## config.mk

```make
export PLATFORM = sky130hd
export DESIGN_NAME = logic_arbiter_i8
export DESIGN_NICKNAME = d
export VERILOG_FILES = /design/src/rtl/logic_arbiter_i8.sv
export SDC_FILE = /design/constraint.sdc
export NUM_CORES = 1
export LEC_CHECK = 0
export CAP_MARGIN = 30
export CORE_ASPECT_RATIO = 1.75
export CORE_UTILIZATION = 39
export CTS_CLUSTER_SIZE = 20
export DETAILED_ROUTE_END_ITERATION = 10
export HOLD_SLACK_MARGIN = 0.12
export PLACE_DENSITY = 0.73
export RECOVER_POWER = 25
export SYNTH_ARGS = -nofsm -noshare
export SYNTH_HDL_FRONTEND = slang
export SYNTH_SLANG_ARGS = --single-unit
```

## constraint.sdc

```tcl
create_clock -name clock -period 3.7 [get_ports clock]
set_clock_uncertainty 0.1 [all_clocks]
set_input_delay 0.74 -clock clock [delete_from_list [all_inputs] [get_ports clock]]
set_output_delay 0.74 -clock clock [all_outputs]
set_load 0.02 [all_outputs]
```

## src/rtl/logic_arbiter_i8.sv

```systemverilog
// Round-robin arbiter sharing one registered 8-bit logic unit (OR/AND/XOR/NOR)
// among four requesters; one transaction in flight, IDLE -> EXEC -> RESP.
module logic_arbiter_i8 #(
    parameter int NREQ = 4
) (
    input  logic                clock,
    input  logic                reset,
    input  logic [NREQ-1:0]     req_valid,
    output logic [NREQ-1:0]     req_ready,
    input  logic [2*NREQ-1:0]   req_op,
    input  logic [8*NREQ-1:0]   req_a,
    input  logic [8*NREQ-1:0]   req_b,
    output logic                rsp_valid,
    input  logic                rsp_ready,
    output logic [1:0]          rsp_id,
    output logic [7:0]          rsp_y,
    output logic                busy
);

    typedef enum logic [1:0] {
        ST_IDLE = 2'd0,
        ST_EXEC = 2'd1,
        ST_RESP = 2'd2
    } state_t;

    state_t          r_state;
    state_t          w_state_nxt;
    logic [1:0]      r_ptr;
    logic [1:0]      r_op;
    logic [7:0]      r_a;
    logic [7:0]      r_b;
    logic [1:0]      r_id;
    logic [7:0]      r_rsp_y;
    logic [1:0]      r_rsp_id;
    logic            r_rsp_valid;

    logic [1:0]      w_grant;
    logic            w_grant_hit;
    logic [1:0]      w_scan_idx;
    logic            w_accept;
    logic [NREQ-1:0] w_req_ready;
    logic [7:0]      w_lu_y;

    function automatic logic [7:0] lu_eval(
        input logic [1:0] op,
        input logic [7:0] a,
        input logic [7:0] b
    );
        logic [7:0] y;
        case (op)
            2'b00:   y = a | b;
            2'b01:   y = a & b;
            2'b10:   y = a ^ b;
            2'b11:   y = ~(a | b);
            default: y = 8'h00;
        endcase
        return y;
    endfunction

    // Round-robin search: scan from the farthest slot back toward ptr so the
    // nearest valid requester (ptr, ptr+1, ... wrapping) is the last writer.
    always_comb begin
        w_grant     = 2'd0;
        w_grant_hit = 1'b0;
        w_scan_idx  = 2'd0;
        for (int k = NREQ - 1; k >= 0; k--) begin
            w_scan_idx = r_ptr + 2'(k);
            if (req_valid[w_scan_idx]) begin
                w_grant     = w_scan_idx;
                w_grant_hit = 1'b1;
            end else begin
                w_grant     = w_grant;
                w_grant_hit = w_grant_hit;
            end
        end
    end

    // Next-state and grant strobe; req_ready is only offered from IDLE.
    always_comb begin
        w_state_nxt = r_state;
        w_req_ready = '0;
        w_accept    = 1'b0;
        case (r_state)
            ST_IDLE: begin
                if (w_grant_hit && reset) begin
                    w_req_ready[w_grant] = 1'b1;
                    w_accept             = 1'b1;
                    w_state_nxt          = ST_EXEC;
                end else begin
                    w_state_nxt = ST_IDLE;
                end
            end
            ST_EXEC: begin
                w_state_nxt = ST_RESP;
            end
            ST_RESP: begin
                if (rsp_ready) begin
                    w_state_nxt = ST_IDLE;
                end else begin
                    w_state_nxt = ST_RESP;
                end
            end
            default: begin
                w_state_nxt = ST_IDLE;
            end
        endcase
    end

    assign w_lu_y = lu_eval(r_op, r_a, r_b);

    // State register.
    always_ff @(posedge clock) begin
        if (!reset) begin
            r_state <= ST_IDLE;
        end else begin
            r_state <= w_state_nxt;
        end
    end

    // Capture the granted requester's operands and advance the pointer past it.
    always_ff @(posedge clock) begin
        if (!reset) begin
            r_ptr <= 2'd0;
            r_op  <= 2'd0;
            r_a   <= 8'h00;
            r_b   <= 8'h00;
            r_id  <= 2'd0;
        end else if (w_accept) begin
            r_ptr <= w_grant + 2'd1;
            r_op  <= req_op[{w_grant, 1'b0} +: 2];
            r_a   <= req_a[{w_grant, 3'b000} +: 8];
            r_b   <= req_b[{w_grant, 3'b000} +: 8];
            r_id  <= w_grant;
        end else begin
            r_ptr <= r_ptr;
            r_op  <= r_op;
            r_a   <= r_a;
            r_b   <= r_b;
            r_id  <= r_id;
        end
    end

    // Result register: loaded in EXEC, held stable through RESP until taken.
    always_ff @(posedge clock) begin
        if (!reset) begin
            r_rsp_y     <= 8'h00;
            r_rsp_id    <= 2'd0;
            r_rsp_valid <= 1'b0;
        end else if (r_state == ST_EXEC) begin
            r_rsp_y     <= w_lu_y;
            r_rsp_id    <= r_id;
            r_rsp_valid <= 1'b1;
        end else if ((r_state == ST_RESP) && rsp_ready) begin
            r_rsp_y     <= r_rsp_y;
            r_rsp_id    <= r_rsp_id;
            r_rsp_valid <= 1'b0;
        end else begin
            r_rsp_y     <= r_rsp_y;
            r_rsp_id    <= r_rsp_id;
            r_rsp_valid <= r_rsp_valid;
        end
    end

    assign req_ready = w_req_ready;
    assign rsp_valid = r_rsp_valid;
    assign rsp_y     = r_rsp_y;
    assign rsp_id    = r_rsp_id;
    assign busy      = (r_state != ST_IDLE);

endmodule

```

Word-level counts from Yosys, hierarchy flattened
Index checks and enable logic that the tools add are counted.

word-level totals
  register bits after elaboration = 35
  bits in latches = 0
  RAM bits = 0
  bits in read-only memories = 0
  input bits = 79
  output and inout port bits = 16
  word-level logic and storage cells = 66
  memories kept = 0

operators by class
  $add $sub $neg = 4
  $mul = 0
  div/mod/pow operators = 0
  $lt $le $gt $ge = 6
  equality and inequality tests = 5
  shift-type cells = 3
  multiplexer cells = 28
  bitwise logic cells = 4
  reduce and logical (&&, ||, !) cells = 7

operators with widths
  operator               count
  $shiftx A32 B6 Y8      2
  $pmux W8 S4            1
  $lt A2 B3 Y1 const B   5
  $mux W1                14
  $mux W2                5
  $and A8 B8 Y8          1
  $bmux W1 S2            4
  $mux W4                2
  $not A8 Y8             1
  $or A8 B8 Y8           1
  $shiftx A8 B4 Y2       1
  $xor A8 B8 Y8          1
  $eq A2 B2 Y1 const B   3
  $pmux W2 S3            1
  $add A2 B1 Y2 const B  2
  $add A2 B2 Y2 const B  2
  $eq A2 B1 Y1 const B   2
  $logic_not A2 Y1       2
  $reduce_bool A2 Y1     2
  $logic_and A1 B1 Y1    3
  $demux W1 S2           1
  $ge A2 B1 Y1 const B   1

Depth between registers and ports, before layout
Gate-level depths: netlist of the first run.

  depth after elaboration = 13
  gate-level depth with buffers = 8
  mapped depth without buffers = 7

Worst setup path after synthesis of the first run
Ideal clock, no wire load.

  path type = in2out
  start point = input req_valid[2]
  end point = output req_ready[1]
  arrival = 1867 ps
  data required time = 2860 ps
  setup slack = 993 ps
  stages = 7
  buffers on the path = 2
  cells stage by stage = mux2i_2 -> o22ai_4 -> nor2_4 -> buf_6 -> nand2_2 -> buf_2 -> nor2_1

between the ends
  longest elaborated chain between the ends = 12
  elaborated cells on any way between the ends = 24
  those cells by class = order compare (2); mux (20); reduce/logical (2)

ends and longest elaborated chain
  element                                                             line  RTL
  start: declaration                                                  8     input logic [NREQ-1:0] req_valid,
  $bmux W1 S2                                                         68    if (req_valid[w_scan_idx]) begin
  $mux W1 (not written as such)                                       68
  $mux W2 (4 in a row)                                                68
  $lt A2 B3 Y1 (not written as such) or $ge A2 B1 Y1 (tied branches)  86    w_req_ready[w_grant] = 1'b1;
  $logic_and A1 B1 Y1 (not written as such)                           86
  $mux W1 (not written as such)                                       86
  $demux W1 S2                                                        86
  $mux W4 (*)                                                         85    if (w_grant_hit && reset) begin
  $mux W4 (*)                                                         83    case (r_state)
  end: declaration                                                    9     output logic [NREQ-1:0] req_ready,

Mark *: on every way between the ends. The rest lies on a longest branch, timed or not. The select of a mux whose other input is x is not followed.

Worst setup path in the final report of the first run
  start point = input req_valid[0]
  end point = output req_ready[2]

The elaborated chain is that of the path after synthesis.

==> summary.txt, run 1 <==
Outcome
  • Status: finished clean

Layout
  • Layout overhead on the synthesized area: 46.4%
  • Fill cells: 581
  • Layout Nets: 454
  • # diodes: 0
  • Share of layout cells above drive strength 1: roughly 9%

Worst setup path
  • R2r setup slk: 1540 ps
  • Crit path max fanout: 9
  • R2r endpoint: r_a[6]
  • Setup Crit Path Kind: in -> out
  • Reg-to-reg startpoint: r_ptr[0]
  • CP endpoint kind: primary output
  • Critical path launch point type: primary input
  • Worst endpoint required time: 2860 ps
  • Worst Reg-to-Reg Cells: 6
  • Worst path arrival time: 2710 ps

Clock network
  • Root buffer cell: clkbuf_8
  • Clk_lat worst skew: 280 ps
  • Worst-path clk slew: ~70 ps
  • Setup bufs post-CTS: 0
  • CTS Buffer Depth: 2
  • H-tree depth: 2
  • Clock sinks: 35
  • TritonCTS clock tree: done
  • CTS Buf Count: 5

Route
  • Post-DR wirelength/cell: 14.4 um
  • Final ANT Viol Nets: 0
  • DRC violations left: 0
  • Drt total wl: 6.31 mm
  • Total iterations of the first detailed-routing run: 4
  • Via count: 2298
  • Drt first-iter violations: 67
  • Vias per inst: 5.25

Placed design
  • Final RePlAce weighted congestion: 0.797
  • PortBufs: 94
  • Final HPWL DP: 4.95 mm

STA
  • Final Hold Vio Count: 0
  • # setup viols final: 0
  • Max Freq: 282 MHz
  • Max_slew headroom: 5.41%
  • Max-slew violations: 0
  • RSZ-0062 raised after global routing: false
  • Tcrit/Tclk final: about 96%
  • Worst Tran Pin Value: 1420 ps
  • Hold_ws: 359 ps
  • Period minus WS final: roughly 3500 ps

Min path
  • HP Start: r_id[0]
  • Hold Crit Depth: 2
  • Worst min path class: reg -> reg
  • Hold EP: r_id[0]

Global route
  • Largest net degree at the start of global routing: 35
  • Number of global-route vias before repair: 2305
  • GRT Util Overall: approximately a fifth
  • Overflow after GRT: 0
  • Global-route wire length before repair: 10.3 mm
  • Initial antenna violation count: 0

Pwr
  • Pwr per Cell Area: 405 nW/um^2
  • Leakage power total: 1.46 nW
  • Max IR drop VDD: ~0.0003 V
  • Overall Power: between 1 and 1.5 mW

Synth
  • Post-synth top flop: dfxtp_1
  • Seq/Total Area, Yosys: 28.9%
  • Number of flops mapped to enable cells by yosys: 0
  • Synthesis-stage register bit count: 35
  • Yosys cell types: 42
  • Mapped Cells: 269
  • Post-Syn Area per Cell: 9.02 um^2
  • Synthesized Nets: 364
  • Synth Warn #: 0
  • Ys async rst share: 0%
  • Cell area after synthesis: around 2400 um^2

Floorplan
  • Initial core utilization: between 40 and 50%
  • # rows: 37
  • Top Ports: 95
  • Core area: 5930 um^2
  • Die area: 6550 um^2
  • Die span in y: roughly 110 um
  • Die X: 61.6 um

Flow run
  • Maxcap violations: 0
per-stage QoR:
stage / TNS, ps / worst slack [ps] / area (um^2) / instances / utilization, %
6_report: 0 / 150 / 3550 / 438 / 59.9
5_1_grt: 0 / 58.6 / 3550 / 438 / 59.9
4_1_cts: 0 / 5.09 / 3540 / 438 / 59.8
3_5_place_dp: -120 / -107 / 3430 / 430 / 57.8
3_3_place_gp: -33.0 / -33.0 / 3430 / 430 / 57.8
2_1_floorplan: 0 / 993 / 2430 / 269 / -
Yosys cell counts (all sizes together), types with 5 or more instances:
cell,count,area [um^2]
a211oi,12,90.1
a21boi,5,41.3
a21oi,10,50.1
a41oi,7,61.3
buf,9,68.8
clkbuf,12,45.0
dfxtp,35,701
ha,16,200
inv,19,71.3
mux2,9,124
mux2i,31,314
nand2,11,43.8
nand3,18,90.1
nor2,19,78.8
nor2b,7,43.8
o211a,10,100
o21ai,10,50.0
o221ai,11,96.3
area by class of cell:
class                           count  area, um^2  area share (%)
Clock buffer                        6        82.6            2.32
Clock inverter                      2        35.0           0.986
Inverter                           19        71.3            2.01
Multi-Input combinational cell    194        1550            43.6
Sequential cell                    35         701            19.7
Tap cell                           78        97.6            2.75
Timing Repair Buffer              104        1010            28.6
repair_timing:
action | 4_1_cts | 5_1_grt
gates resized for setup | 1 | 3
setup endpoints to repair | 2 | 2
hold buffers | 0 | 0
pin swaps | 0 | 0
layer usage:
| metal | up-vias | global-route usage (%) | wire, um |
|---|---|---|---|
| met3 | 8 | 2.92 | 205 |
| met4 | 0 | 6.35 | 81 |
| li1 | 1164 | - | - |
| met2 | 68 | 38.0 | 3520 |
| met5 | - | 0 | 0 |
| met1 | 1058 | 23.1 | 2500 |
registers in the layout (all words and copies together), names as in the netlist:
name / cells
r_op: 2
r_id: 2
rsp_y: 8
r_b: 8
r_state: 2
r_ptr: 2
rsp_valid: 1
r_a: 8
rsp_id: 2
worst max path at each step:
stage          cells after the start         start           end
2_1_floorplan                      7  req_valid[2]  req_ready[1]
3_3_place_gp                       6  req_valid[0]  req_ready[0]
3_5_place_dp                       6  req_valid[1]  req_ready[0]
4_1_cts                            6  req_valid[0]  req_ready[0]
5_1_grt                            7  req_valid[2]  req_ready[2]
6_report                           6  req_valid[0]  req_ready[2]
cell usage in the layout, fill, tap and decap left out, types with 2 or more instances in the layout:
cell type,n
a211oi_1,12
a21boi_0,2
a21boi_1,2
a21oi_1,10
a41oi_1,7
buf_4,9
clkbuf_8,6
clkdlybuf4s50_1,92
dfxtp_1,35
ha_1,16
inv_1,19
mux2_2,2
mux2_4,6
mux2i_1,30
nand2_1,10
nand3_1,18
nor2_1,18
nor2b_1,7
o211a_1,10
o211ai_1,2
o21a_1,2
o21ai_0,8
o221ai_1,11
o22a_1,2
or2_1,2
critical path, cell delays in order:
cell and delay [ps]:
clkdlybuf4s50_1 610, mux2i_2 150, o22ai_4 300, o21ai_2 150, nor2_1 130, clkdlybuf4s50_1 620
power by group:
group          switching (mW)  internal (mW)  total (mW)
sequential             0.0744          0.437       0.512
clock                   0.138          0.218       0.356
combinational           0.265          0.307       0.572
total                   0.478          0.963        1.44
cells by family after synthesis:
kind of cell / synth area share [%]
compound gates: 23.2
simple gates: 13.6
buf+inv: 7.63
mux: 18.1
flops: 28.9
fa+ha+maj: 8.25
xor+xnor: 0.361
No activity file was read; power rests on OpenSTA's default activity.
==> inputs of run 2 (changes only) <==
- HOLD_SLACK_MARGIN: 0.12 -> default
==> results of run 2 <==
The final DEF is identical to that of run 1; final timing and power are the same.
==> inputs of run 3 (changes only) <==
- clock period: 3.7 -> 3.9 ns (I/O delays scaled with it)
==> run 3 against run 2 <==
Compared with the run above:
- sequential power decreased by 5.1%
- clock-buffer cell count down 1
- critical path depth unchanged
- total power fell by 5.9%
- routed wire length is 0.27% higher
- clock power fell by 8.4%
- critical endpoint unchanged
==> summary.txt, run 3 (synthesis gave the netlist of run 1 again) <==
Clock network
  • H-tree depth: 2
  • TritonCTS clock tree: done
  • Worst-path clk slew: ~70 ps
  • Clock sinks: 35
  • CTS Buf Count: 5
  • Setup bufs post-CTS: 0
  • Clk_lat worst skew: 290 ps
  • Hold Buf Count CTS: 0
  • Root buffer cell: clkbuf_8
  • CTS Buffer Depth: 2

Floorplan
  • Die area: 6550 um^2
  • Top Ports: 95
  • Core area: 5930 um^2
  • Initial core utilization: 40.9%
  • # rows: 37
  • Die span in y: between 100 and 150 um
  • Die X: ~60 um

STA
  • Max_slew headroom: under 10%
  • Final Hold Vio Count: 0
  • Tcrit/Tclk final: 94.0%
  • Hold_ws: around 360 ps
  • Period minus WS final: 3670 ps
  • # setup viols final: 0
  • Max Freq: 273 MHz
  • RSZ-0062 raised after global routing: false
  • Max-slew violations: 0
  • Worst Tran Pin Value: between 1000 and 1500 ps
  • Setup TNS: 0 ps

Global route
  • Largest net degree at the start of global routing: 35
  • Initial antenna violation count: 0
  • Number of global-route vias before repair: ~2300
  • Overflow after GRT: 0
  • GRT Util Overall: 20.6%
  • Global-route wire length before repair: just over 10 mm

Worst setup path
  • Worst endpoint required time: around 3000 ps
  • Crit path launch: req_valid[1]
  • R2r setup slk: 1760 ps
  • Setup Crit Path Kind: in -> out
  • Crit path max fanout: 9
  • R2r endpoint: r_a[1]
  • Critical path launch point type: primary input
  • Reg-to-reg startpoint: r_ptr[1]
  • Critical Path End: req_ready[2]
  • Worst Reg-to-Reg Cells: 6
  • CP endpoint kind: primary output
  • Worst path arrival time: 2790 ps

Layout
  • Most common cell after layout, fill and taps aside: clkdlybuf4s50_1
  • Layout Nets: about 450
  • Final Cell Area: 3540 um^2
  • Share of layout cells above drive strength 1: 8.64%
  • Commonest non-fill, non-tap cells in the layout: clkdlybuf4s50_1 (92), dfxtp_1 (35), mux2i_1 (30)
  • Layout overhead on the synthesized area: 45.7%
  • Layout Cells excl Fill: roughly 440
  • # diodes: 0

Route
  • Total iterations of the first detailed-routing run: 4
  • Top layer reached by signal wires: met4
  • Via count: 2327
  • Drt total wl: 6.33 mm
  • Final ANT Viol Nets: 0
  • Vias per inst: 5.32
  • WL met2: 3.39 mm
  • Post-Route M1 WL: 2.58 mm
  • Post-DR wirelength/cell: 14.5 um
  • Drt first-iter violations: 75
  • DRC violations left: 0
  • Met3 routed WL: between 200 and 250 um

Pwr
  • Overall Power: 1.36 mW
  • Max IR drop VDD: 0.000184 V
  • Pwr per Cell Area: 383 nW/um^2
  • Leakage power total: 1.46 nW

Placed design
  • Final HPWL DP: 4.92 mm
  • Post-Place Cell Area: 3420 um^2
  • Dpl cells: 429
  • Final RePlAce weighted congestion: between 0.8 and 0.9
  • PortBufs: 94

Flow run
  • Maxcap violations: 0

Min path
  • Worst min path class: reg -> reg

Outcome
  • Status: finished clean
-- run 3: timing repair --
item                       4_1_cts  5_1_grt
hold endpoints to repair         0        0
gates resized for setup          0        3
setup endpoints to repair        0        2
-- run 3: worst min path at each step --
stage               startpoint  endpoint  slack (ps)  cells after the start
floorplan              r_id[0]   r_id[0]         340                      2
global placement       r_id[1]   r_id[1]         340                      2
detailed placement     r_id[1]   r_id[1]         350                      2
CTS                    r_id[1]   r_id[1]         360                      2
global route           r_id[1]   r_id[1]         370                      2
finish                 r_id[1]   r_id[1]         360                      2
-- run 3: metrics by stage --
stage	setup WS, ps	util [%]
after CTS	31.4	59.6
final	233	59.7
after floorplan	1110	-
after global placement	85.2	57.7
after detailed placement	47.2	57.7
after global routing	121	59.7
-- run 3: final cells by class --
| cell class | count | area [um^2] |
|---|---|---|
| clock inverters | 3 | 43.8 |
| repair buffers | 103 | 1010 |
| fillers | 580 | 2390 |
| multi-input cells | 194 | 1550 |
| flip-flops and latches | 35 | 701 |
| clock buffers | 5 | 68.8 |
| inverters | 19 | 71.3 |
| well taps | 78 | 97.6 |
-- run 3: report_power, final --
group / total (mW) / leakage, nW / switching [mW] / internal, mW
Sequential: 0.486 / 0.289 / 0.0709 / 0.415
Combinational: 0.544 / 1.11 / 0.253 / 0.291
Clock: 0.326 / 0.0581 / 0.136 / 0.190
-- run 3: routing by layer --
layer,GRT usage (%),vias up
li1,-,1164
met1,24.4,1093
met2,35.8,61
met3,2.80,9
met4,7.62,0
met5,0,-
-- run 3: critical path, cell delays in order --
cell	delay (ps)
clkdlybuf4s50_1	540
a21boi_2	240
o22ai_4	280
o21ai_1	190
nor2_1	130
clkdlybuf4s50_1	620
